===== config.mk =====
export PLATFORM = sky130hd
export DESIGN_NAME = pipe_seq_ctrl
export DESIGN_NICKNAME = d
export VERILOG_FILES = /design/src/rtl/pipe_ctrl_pkg.sv /design/src/rtl/pipe_seq_ctrl_slot.sv /design/src/rtl/pipe_seq_ctrl.sv
export SDC_FILE = /design/constraint.sdc
export NUM_CORES = 1
export LEC_CHECK = 0
export BUFFER_PORTS_ARGS = -buffer_cell sky130_fd_sc_hd__buf_4
export CORE_UTILIZATION = 30
export CTS_CLUSTER_DIAMETER = 40
export CTS_CLUSTER_SIZE = 25
export DETAILED_ROUTE_END_ITERATION = 8
export GPL_ROUTABILITY_DRIVEN = 0
export PLACE_DENSITY = 0.64
export SLEW_MARGIN = 20
export SYNTH_ARGS = -nofsm -noshare
export SYNTH_HDL_FRONTEND = slang
export SYNTH_SLANG_ARGS = --single-unit

===== constraint.sdc =====
create_clock -name clk -period 7.6 [get_ports clk]
set_input_delay 1.52 -clock clk [delete_from_list [all_inputs] [get_ports clk]]
set_output_delay 1.52 -clock clk [all_outputs]
set_load 0.05 [all_outputs]

===== src/rtl/pipe_ctrl_pkg.sv =====
// pipe_ctrl_pkg: shared constants and types for the pipeline sequencer.
//   NOP_INSTR   - ARM "MOV r0,r0", the filler for empty slots.
//   SEL_PC_BOOT - PC mux select forced while booting.
//   seq_state_t - sequencer FSM states.
package pipe_ctrl_pkg;
  localparam logic [31:0] NOP_INSTR   = 32'hE1A00000;
  localparam logic [1:0]  SEL_PC_BOOT = 2'b01;

  typedef enum logic {BOOT = 1'b0, RUN = 1'b1} seq_state_t;
endpackage


===== src/rtl/pipe_seq_ctrl_slot.sv =====
// pipe_slot: one pipeline slot (instruction word + valid bit).
//   clk, rst            - clock, async active-high reset
//   i_load              - capture i_instr/i_valid
//   i_bubble            - become a bubble (NOP, invalid); wins over i_load
//   i_instr, i_valid    - incoming slot contents
//   o_instr, o_valid    - registered slot contents
// Holds when neither i_load nor i_bubble is set.
module pipe_slot
  import pipe_ctrl_pkg::*;
#(
  parameter int INSTR_W = 32
) (
  input  logic               clk,
  input  logic               rst,
  input  logic               i_load,
  input  logic               i_bubble,
  input  logic [INSTR_W-1:0] i_instr,
  input  logic               i_valid,
  output logic [INSTR_W-1:0] o_instr,
  output logic               o_valid
);
  logic [INSTR_W-1:0] r_instr;
  logic               r_valid;

  always_ff @(posedge clk or posedge rst) begin
    if (rst) begin
      r_instr <= INSTR_W'(NOP_INSTR);
      r_valid <= 1'b0;
    end else if (i_bubble) begin
      r_instr <= INSTR_W'(NOP_INSTR);
      r_valid <= 1'b0;
    end else if (i_load) begin
      r_instr <= i_instr;
      r_valid <= i_valid;
    end
  end

  assign o_instr = r_instr;
  assign o_valid = r_valid;
endmodule


===== src/rtl/pipe_seq_ctrl.sv =====
// pipe_seq_ctrl: pipeline sequencer. Boot FSM forcing PC load, a chain of
// instruction slots (slot 0 youngest) with stall/bubble and branch flush,
// and a saturating retire counter.
//   clk, rst                 - clock, async active-high reset
//   instr_in, instr_valid_in - fetched instruction
//   stall, stall_at          - hold slots 0..stall_at, bubble above
//   flush                    - branch taken in BRANCH_STAGE; beats stall
//   pc_sel_req, pc_load_req  - PC control from the memory-stage decoder
//   stage_instr, stage_valid - per-slot contents (registered)
//   sel_pc, load_pc          - PC mux select / enable (combinational)
//   in_ready                 - instr_in accepted this cycle (combinational)
//   boot_done                - sequencer in RUN (registered)
//   retired_count            - saturating count of retired instructions
module pipe_seq_ctrl
  import pipe_ctrl_pkg::*;
#(
  parameter int NUM_STAGES   = 4,
  parameter int INSTR_W      = 32,
  parameter int BRANCH_STAGE = 1,
  parameter int BOOT_CYCLES  = 1,
  parameter int CNT_W        = 16
) (
  input  logic                          clk,
  input  logic                          rst,
  input  logic [INSTR_W-1:0]            instr_in,
  input  logic                          instr_valid_in,
  input  logic                          stall,
  input  logic [$clog2(NUM_STAGES)-1:0] stall_at,
  input  logic                          flush,
  input  logic [1:0]                    pc_sel_req,
  input  logic                          pc_load_req,
  output logic [NUM_STAGES*INSTR_W-1:0] stage_instr,
  output logic [NUM_STAGES-1:0]         stage_valid,
  output logic [1:0]                    sel_pc,
  output logic                          load_pc,
  output logic                          in_ready,
  output logic                          boot_done,
  output logic [CNT_W-1:0]              retired_count
);
  localparam int BC_W = (BOOT_CYCLES > 1) ? $clog2(BOOT_CYCLES) : 1;

  seq_state_t                           r_state;
  logic [BC_W-1:0]                      r_boot_cnt;
  logic                                 r_boot_done;
  logic [CNT_W-1:0]                     r_retired;

  logic [NUM_STAGES-1:0][INSTR_W-1:0]   w_slot_instr;
  logic [NUM_STAGES-1:0]                w_slot_valid;
  logic [NUM_STAGES-1:0]                w_load;
  logic [NUM_STAGES-1:0]                w_bubble;
  logic                                 w_run;
  logic                                 w_stall_eff;
  logic                                 w_retire;

  assign w_run       = (r_state == RUN);
  // Flush overrides stall; nothing moves in BOOT.
  assign w_stall_eff = stall & ~flush;

  always_comb begin
    w_load   = '0;
    w_bubble = '0;
    for (int i = 0; i < NUM_STAGES; i++) begin
      if (w_run) begin
        if (flush) begin
          if (i <= BRANCH_STAGE) w_bubble[i] = 1'b1;
          else                   w_load[i]   = 1'b1;
        end else if (stall) begin
          if (i == int'(stall_at) + 1)   w_bubble[i] = 1'b1;
          else if (i > int'(stall_at))   w_load[i]   = 1'b1;
        end else begin
          w_load[i] = 1'b1;
        end
      end
    end
  end

  // Last slot leaves unless it is itself held by the stall.
  assign w_retire = w_run & w_slot_valid[NUM_STAGES-1] &
                    ~(w_stall_eff & (int'(stall_at) == NUM_STAGES-1));

  for (genvar i = 0; i < NUM_STAGES; i++) begin : g_slot
    logic [INSTR_W-1:0] w_d_instr;
    logic               w_d_valid;
    if (i == 0) begin : g_head
      assign w_d_instr = instr_in;
      assign w_d_valid = instr_valid_in;
    end else begin : g_body
      assign w_d_instr = w_slot_instr[i-1];
      assign w_d_valid = w_slot_valid[i-1];
    end
    pipe_slot #(.INSTR_W(INSTR_W)) u_slot (
      .clk      (clk),
      .rst      (rst),
      .i_load   (w_load[i]),
      .i_bubble (w_bubble[i]),
      .i_instr  (w_d_instr),
      .i_valid  (w_d_valid),
      .o_instr  (w_slot_instr[i]),
      .o_valid  (w_slot_valid[i])
    );
  end

  always_ff @(posedge clk or posedge rst) begin
    if (rst) begin
      r_state     <= BOOT;
      r_boot_cnt  <= '0;
      r_boot_done <= 1'b0;
      r_retired   <= '0;
    end else begin
      case (r_state)
        BOOT: begin
          if (r_boot_cnt == BC_W'(BOOT_CYCLES - 1)) begin
            r_state     <= RUN;
            r_boot_done <= 1'b1;
          end else begin
            r_boot_cnt <= r_boot_cnt + BC_W'(1);
          end
        end
        RUN: begin
          if (w_retire && (r_retired != '1))
            r_retired <= r_retired + CNT_W'(1);
        end
        default: r_state <= BOOT;
      endcase
    end
  end

  assign sel_pc        = w_run ? pc_sel_req  : SEL_PC_BOOT;
  assign load_pc       = w_run ? pc_load_req : 1'b1;
  assign in_ready      = w_run & (~stall | flush);
  assign stage_instr   = w_slot_instr;
  assign stage_valid   = w_slot_valid;
  assign boot_done     = r_boot_done;
  assign retired_count = r_retired;
endmodule


==> results of run 1 <==
[power groups by stage]
stage	logic [W]	registers [W]	clock network (W)
finish	0.000384	0.000902	0.000805
global route	0.000402	0.000909	0.000862
CTS	0.000389	0.000902	0.000825
detailed placement	0.000389	0.000915	0
global placement	0.000383	0.000912	0
floorplan	0.0000967	0.00107	0
[logic make-up after synthesis]
group / after synthesis
xor+xnor: 15
mux: 1
compound gates: 137
buf+inv: 37
fa+ha+maj: 1
simple gates: 48
other cells: 1
flops: 150
[registers in the layout (all words and copies together) (netlist names)]
signal and cells:
g_slot.u_slot.o_instr 128, retired_count 16, g_slot.u_slot.o_valid 4, boot_done 1, r_state 1
[critical path: cells and delay by family]
family	cells	cell delay [ps]
buf+inv	3	590
simple gates	2	310
[worst min-delay path by stage]
stage | start | endpoint
2_1_floorplan | g_slot[3].u_slot.o_valid | g_slot[3].u_slot.o_valid
3_3_place_gp | boot_done | boot_done
3_5_place_dp | boot_done | boot_done
4_1_cts | boot_done | boot_done
5_1_grt | g_slot[3].u_slot.o_instr[13] | g_slot[3].u_slot.o_instr[13]
6_report | boot_done | boot_done
[cells in the mapped netlist, types with 2 or more instances]
| library cell | n | area, µm² |
|---|---|---|
| buf_4 | 4 | 30.0 |
| nor4_2 | 6 | 75.1 |
| a21o_1 | 2 | 15.0 |
| dfstp_2 | 24 | 631 |
| clkbuf_1 | 19 | 71.3 |
| inv_1 | 4 | 15.0 |
| a22o_1 | 108 | 946 |
| nor3_1 | 2 | 10.0 |
| buf_2 | 8 | 40.0 |
| nor2_1 | 6 | 22.5 |
| dfrtp_1 | 126 | 3150 |
| and3_1 | 2 | 12.5 |
| xnor2_1 | 5 | 43.8 |
| nand2_1 | 6 | 22.5 |
| nand3_1 | 4 | 20.0 |
| o32a_1 | 6 | 60.1 |
| nand4_1 | 8 | 50.1 |
| xor2_1 | 10 | 87.6 |
| and4_1 | 2 | 17.5 |
| o22a_1 | 18 | 158 |
| nand2b_1 | 5 | 31.3 |
[per-stage QoR]
step                utilization (%)  instances
floorplan                         -        390
global placement               40.1        785
detailed placement             40.1        785
CTS                            43.3        817
global route                   43.3        817
finish                         43.3        817
[area by class of cell]
type                            count  area share, %
Clock buffer                       19           5.62
Inverter                            4          0.254
Sequential cell                   150           48.0
Timing Repair Buffer              199           19.0
Tap cell                          229           3.64
Clock inverter                     13           1.59
Multi-Input combinational cell    203           21.9
[routing by layer]
| layer | vias to the layer above | part of all wire (%) | track usage (%) |
|---|---|---|---|
| met3 | 17 | 4.9 | 4.21 |
| met1 | 2218 | 44 | 20.9 |
| li1 | 1868 | - | - |
| met5 | - | 0 | 0 |
| met2 | 126 | 50 | 25.5 |
| met4 | 0 | 1.8 | 6.61 |
==> impl_metrics.toml, run 1 <==
[outcome]
status = "complete, but fails checks"
violations = "design-rule violations"

[sta]
final_hold_viol_count = 0
min_period_ps = 3940
finClkSkew_ps = 13.5
drv_slew = 0
finalSetupViolCount = 0
max_slew_margin_pct = 28.8
timing.hold.ws_ps = 478
timing.final.ws_setup_ps = 3660
tightestPinTransition_ps = 1070
setup_tns_ps = 0
fin_crit_sh_pct = 51.8
max_freq_ghz = 0.254
rsz0062_at_grt = "no"

[synth]
synthMuxAreaShare_pct = 0.200
yosysSeqAreaShare_pct = 67.1
syn_inst = 390
syn_avg_cell_area_um2 = 14.5
ys_types = 36
synth.net_count = 433
synth_adder_area_share_pct = 0.222
synthFlopType = "dfrtp_1"
synth_compound_gate_area_share_pct = 21.3
yosys_warnings = 0
synth_top_family_by_area = "compound AO/OA/AOI/OAI gates"
ys_ff_latch = 150
synth_xor_area_share_pct = 2.33
synth_simple_gate_area_share_pct = 5.74
async_flop_share_pct = 100
synth_edf_count = 0
synth_area_um2 = 5640

[power_and_ir_drop]
p_per_area_nw_per_um2 = 265
power.switching_w = 0.000657
seqPwrFrac_pct = 43.1
cell_internal_pwr_w = 0.00143
p_leak_nw = 3.77
combPwrFrac_pct = 18.4
p_clk_share_pct = 38.5
total_power_w = 0.00209
peakVddDrop_uv = 150
swShare_pct = 31.4

[finish]
multi_input_area_um2 = 1730
final_cell_mix = "buf_4 (199), dfrtp_1 (126), a22o_1 (108)"
register_area_um2 = 3780
layout_commonest_cell = "buf_4"
fillers = 1660
antenna_cells = 0
drive_gt1_share_pct = 45.7
area_growth_pct = 39.6
final_nets = 618
final_area_um2 = 7880

[global_route]
antenna_found_initial = 0
grt-ovfl-total = 0
grt_pass1_vias = 4203
grt.total_usage_pct = 16.1
grt_max_degree = 78
grt_pass1_wl_um = 24100

[worst_setup_path]
critPathRequiredTime_ps = 6080
critPathMostFrequentCell = "buf_4"
reg2reg_from = "r_state"
rr_worst_depth = 3
path_cells = "buf_4, nand2b_1, nand2_1, inv_1, buf_4"
startpoint_type = "input port"
max_stage_delay_ps = 250
r2r_slack_ps = 5440
worstPathArrival_ps = 2420
rr_endpoint = "g_slot[3].u_slot.o_instr[10]"
worstSetupEndpointType = "output port"
critPathMaxFanout = 7
cpMaxStageDelayCell = "buf_4"
path_class = "in2out"
critPathLaunch = "flush"
critPathCapture = "in_ready"

[place]
post-place-ws_ps = 3680
port_buffers = 194
dpl-instance-area_um2 = 7310
place_hpwl_um = 10400

[routing]
routedWlPerCell_um = 18.4
drc = 10
wl_um = 15000
drtIter0Drc = 208
ant_nets = 0
vias_per_cell = 5.18
drt-pass1-iter-count = 7
vias = 4229

[clock_tree]
cts_sinks = 150
cts_root_buffer = "clkbuf_16"
cts_setup_buffers = 0
cts.clk_slew.worst_paths_ps = 60
clk-insertion-delay-late_ps = 420
cts_buffer_depth = 2
htreeDepth = 4
tritoncts = "yes"
holdBufCountCts = 0
cts_buffers = 17
cts_resized = 0

[floorplan]
fp.dieH_um = 139
die_area_um2 = 19400
core-area_um2 = 18200
die_x_um = 139
num_io_pins = 195
std_cell_rows = 49
initial_core_util_pct = 31.0

[min_path]
worst_hold_path_type = "reg2reg"
min_path_cells = 1

[run]
drv_cap = 0
Note: power is estimated with default switching activity, not from simulation.
==> run 2, diff against run 1 <==
Settings changed: PLACE_DENSITY 0.64 to 0.66.
Clock period 7.6 ns to 3.6 ns, I/O delays scaled along.
==> run 2 against run 1 <==
Compared with the run above:
- clock power grew 130%
- non-clock buffer count up 2
- power is 120% higher
- final area rose by 0.70%
- worst hold slack gained 5.0 ps
- the run still ends with design-rule violations left
- via count decreased by 1.7%
- highest routed layer unchanged
- worst setup slack got worse by 2400 ps
==> impl_metrics.toml, run 2 (synthesized netlist as in run 1, its figures left out) <==
[worst_setup_path]
startpoint_type = "register"
critPathMaxFanout = 9
r2r_slack_ps = 1500
reg2reg_from = "r_state"
path_class = "reg2out"
critPathRequiredTime_ps = 2880
rr_endpoint = "g_slot[2].u_slot.o_instr[11]"
worstSetupEndpointType = "output port"
worstPathArrival_ps = 1620
rr_worst_depth = 3

[power_and_ir_drop]
p_clk_share_pct = 40.4
peakVddDrop_uv = 310
p_per_area_nw_per_um2 = 575
p_leak_nw = 3.80
cell_internal_pwr_w = 0.00320
combPwrFrac_pct = 17.9
seqPwrFrac_pct = 41.8
swShare_pct = 29.7
power.switching_w = 0.00136

[clock_tree]
cts.clk_slew.worst_paths_ps = 50
tritoncts = "yes"
clk-insertion-delay-late_ps = 410
holdBufCountCts = 0
cts_setup_buffers = 0
htreeDepth = 4
cts_sinks = 150
cts_buffers = 17
cts_resized = 0
cts_root_buffer = "clkbuf_16"
cts_buffer_depth = 2

[outcome]
status = "complete, but fails checks"
violations = "design-rule violations"

[place]
dpl.cell_count = 787
port_buffers = 194
dpl-instance-area_um2 = 7320
place_hpwl_um = 10300

[finish]
final_cell_mix = "buf_4 (200), dfrtp_1 (126), a22o_1 (108)"
final_nets = 620
layoutNonFillerInstCount = 816
final_area_um2 = 7930
antenna_cells = 0
drive_gt1_share_pct = 45.8
layout_commonest_cell = "buf_4"
largest_reg_flops = 128
area_growth_pct = 40.6

[routing]
drt-pass1-iter-count = 8
ant_nets = 0
drc = 12
drtIter0Drc = 244
vias = 4158
vias_per_cell = 5.10
routedWlPerCell_um = 18.6
wl_um = 15100

[floorplan]
fp.dieH_um = 139
std_cell_rows = 49
num_io_pins = 195
core-area_um2 = 18200
initial_core_util_pct = 31.0
die_area_um2 = 19400
die_x_um = 139

[global_route]
grt_pass1_wl_um = 24000
grt_max_degree = 81
use_met2_pct = 24.9
grt-ovfl-total = 0
grt.total_usage_pct = 16.0
antenna_found_initial = 0
grt-busiest-layer = "met2"
use_met3_pct = 4.28
grt_use_met1_pct = 20.8
grt_pass1_vias = 4208

[sta]
max_slew_margin_pct = 31.5
tightestPinTransition_ps = 1020
rsz0062_at_grt = "no"
min_period_ps = 2340
final_hold_viol_count = 0
fin_crit_sh_pct = 65.0
finalSetupViolCount = 0
max_freq_ghz = 0.428
setup_tns_ps = 0
finClkSkew_ps = 7.91
drv_slew = 0

[run]
drv_cap = 0

[min_path]
worst_hold_path_type = "reg2reg"
min_path_cells = 1
hold_end = "boot_done"
worstHoldStart = "boot_done"
==> run 2: power groups by stage <==
stage | logic [W] | registers (W) | clock network, W
after floorplan | 0.000204 | 0.00226 | 0
after global placement | 0.000814 | 0.00193 | 0
after detailed placement | 0.000821 | 0.00193 | 0
after CTS | 0.000822 | 0.00190 | 0.00189
after global routing | 0.000853 | 0.00192 | 0.00197
final | 0.000814 | 0.00190 | 0.00184
==> run 2: critical path, cell delays in order (launching register included) <==
cell,delay (ps)
dfrtp_1,610
nand2_1,130
inv_1,230
buf_4,250
==> run 2: final cells by class <==
type | count | area, µm²
Fill cell | 1643 | 10300
Sequential cell | 150 | 3780
Multi-Input combinational cell | 203 | 1730
Timing Repair Buffer | 201 | 1510
Clock buffer | 17 | 425
Tap cell | 229 | 287
Clock inverter | 12 | 180
Inverter | 4 | 18.8
==> run 2: routing by layer <==
metal | wire (µm) | part of all wire [%]
met2 | 7250 | 48
met1 | 6780 | 45
met3 | 757 | 5.0
met4 | 354 | 2.3
met5 | 0 | 0
==> run 2: stage by stage <==
stage / power, W / hold WS [ps] / utilization [%] / setup WS (ps)
6_report: 0.00456 / 483 / 43.6 / 1260
5_1_grt: 0.00474 / 501 / 43.6 / 1130
4_1_cts: 0.00462 / 493 / 43.5 / 1240
3_5_place_dp: 0.00275 / 476 / 40.2 / 1210
3_3_place_gp: 0.00274 / 456 / 40.2 / 1250
2_1_floorplan: 0.00246 / 489 / - / 1010
==> run 2: worst max-delay path by stage <==
stage / from / to / slack (ps) / depth (start not counted)
after global placement: flush / retired_count[1] / 1250 / 5
after detailed placement: flush / retired_count[1] / 1210 / 5
after floorplan: rst / boot_done / 1010 / 1
after global routing: r_state / in_ready / 1130 / 3
final: r_state / in_ready / 1260 / 3
after CTS: r_state / in_ready / 1240 / 3
==> run 3, diff against run 2 <==
Settings changed: PLACE_DENSITY 0.66 to 0.64.
Clock period 3.6 ns to 2.4 ns, I/O delays scaled along.
==> run 3 against run 2 <==
Compared with the run above:
- the flow still finishes with violations (design-rule violations)
- combinational power increased by 52%
- utilization increased by 0.30 points
- cell count increased by 0.98%
- critical path type unchanged
- critical endpoint unchanged
==> impl_metrics.toml, run 3 (synthesized netlist as in run 1, its figures left out) <==
[routing]
vias = 4202
wl_um = 15200
drt-pass1-iter-count = 9
drc = 10
vias_per_cell = 5.10
routedWlPerCell_um = 18.5
drtIter0Drc = 187
ant_nets = 0

[clock_tree]
cts_resized = 0
cts_root_buffer = "clkbuf_16"
clk-insertion-delay-late_ps = 420
cts_buffer_depth = 2
cts_buffers = 17
cts_sinks = 150
cts.clk_slew.worst_paths_ps = 60
cts_setup_buffers = 0
tritoncts = "yes"
holdBufCountCts = 0
htreeDepth = 4

[worst_setup_path]
path_class = "reg2out"
critPathRequiredTime_ps = 1920
worstPathArrival_ps = 1560
r2r_slack_ps = 430
worstSetupEndpointType = "output port"
startpoint_type = "register"
critPathMaxFanout = 7
rr_worst_depth = 3

[sta]
finClkSkew_ps = 6.36
min_period_ps = 2040
fin_crit_sh_pct = 85.1
tightestPinTransition_ps = 879
setup_tns_ps = 0
max_freq_ghz = 0.489
max_slew_margin_pct = 41.2
drv_slew = 0
finalSetupViolCount = 0
final_hold_viol_count = 0
rsz0062_at_grt = "no"

[floorplan]
initial_core_util_pct = 31.0
die_x_um = 139
fp.dieH_um = 139
num_io_pins = 195
std_cell_rows = 49
die_area_um2 = 19400
core-area_um2 = 18200

[global_route]
use_met3_pct = 4.80
grt-ovfl-total = 0
grt-busiest-layer = "met2"
grt_pass1_vias = 4261
grt.total_usage_pct = 16.5
use_met2_pct = 26.3
grt_pass1_wl_um = 24500
grt_max_degree = 73
antenna_found_initial = 0
grt_use_met1_pct = 20.7

[finish]
final_cell_mix = "buf_4 (201), dfrtp_1 (126), a22o_1 (108)"
antenna_cells = 0
largest_reg_flops = 128
fillers = 1656
layout_commonest_cell = "buf_4"
final_area_um2 = 7990
layoutNonFillerInstCount = 824
final_nets = 625
drive_gt1_share_pct = 46.6
area_growth_pct = 41.6

[outcome]
violations = "design-rule violations"
status = "complete, but fails checks"

[power_and_ir_drop]
peakVddDrop_uv = 467
p_per_area_nw_per_um2 = 830
p_leak_nw = 3.83

[place]
dpl-instance-area_um2 = 7420
port_buffers = 194
dpl.cell_count = 792
place_hpwl_um = 10600

[min_path]
worst_hold_path_type = "in2async"

[run]
drv_cap = 0
[run 3: cell types whose count changed in the layout (fill, tap and decap cells not counted), sizes merged]
cell	change
inv	+5
clkinvlp	-2
buf	+5
bufinv	-4
clkbuf	+2
clkinv	+2
[run 3: layout make-up]
| class | count | area, µm² | share of cell area [%] |
|---|---|---|---|
| Multi-Input combinational cell | 203 | 1730 | 21.6 |
| Clock inverter | 13 | 111 | 1.39 |
| Tap cell | 229 | 287 | 3.59 |
| Sequential cell | 150 | 3780 | 47.4 |
| Inverter | 4 | 18.8 | 0.235 |
| Clock buffer | 19 | 453 | 5.67 |
| Timing Repair Buffer | 206 | 1610 | 20.1 |
[run 3: path summary, 6_finish.rpt]
path / startpoint / endpoint
max reg2reg: r_state / g_slot[3].u_slot.o_instr[10]
min in group clk: instr_in[3] / g_slot[0].u_slot.o_instr[3]
max in group asynchronous: rst / g_slot[2].u_slot.o_instr[11]
min reg2reg: boot_done / boot_done
max: r_state / in_ready
min: rst / g_slot[0].u_slot.o_instr[24]
[run 3: per-stage QoR]
| step | setup slack (ps) | util (%) | total power (W) | hold slack [ps] |
|---|---|---|---|---|
| final | 357 | 43.9 | 0.00663 | 228 |
| after global routing | 274 | 43.9 | 0.00690 | 231 |
| after CTS | 346 | 43.9 | 0.00671 | 213 |
| after detailed placement | 432 | 40.8 | 0.00416 | 472 |
| after global placement | 445 | 40.8 | 0.00413 | 455 |
| after floorplan | 50.6 | - | 0.00369 | 489 |
[run 3: where the power goes]
group | total, W | leakage, nW | switching (W) | internal [W]
Sequential | 0.00286 | 1.94 | 0.000154 | 0.00270
Combinational | 0.00124 | 1.61 | 0.000850 | 0.000391
Clock | 0.00253 | 0.283 | 0.00112 | 0.00141
[run 3: critical path: stages (launching register included)]
cell	delay (ps)
dfrtp_1	540
nand2_1	150
inv_1	210
buf_4	240
[run 3: layer usage]
layer	vias to the layer above	part of all wire [%]	routed length, µm
met1	2136	42	6360
met5	-	0	0
met3	29	6.5	989
li1	1890	-	-
met4	0	2.7	412
met2	147	49	7460
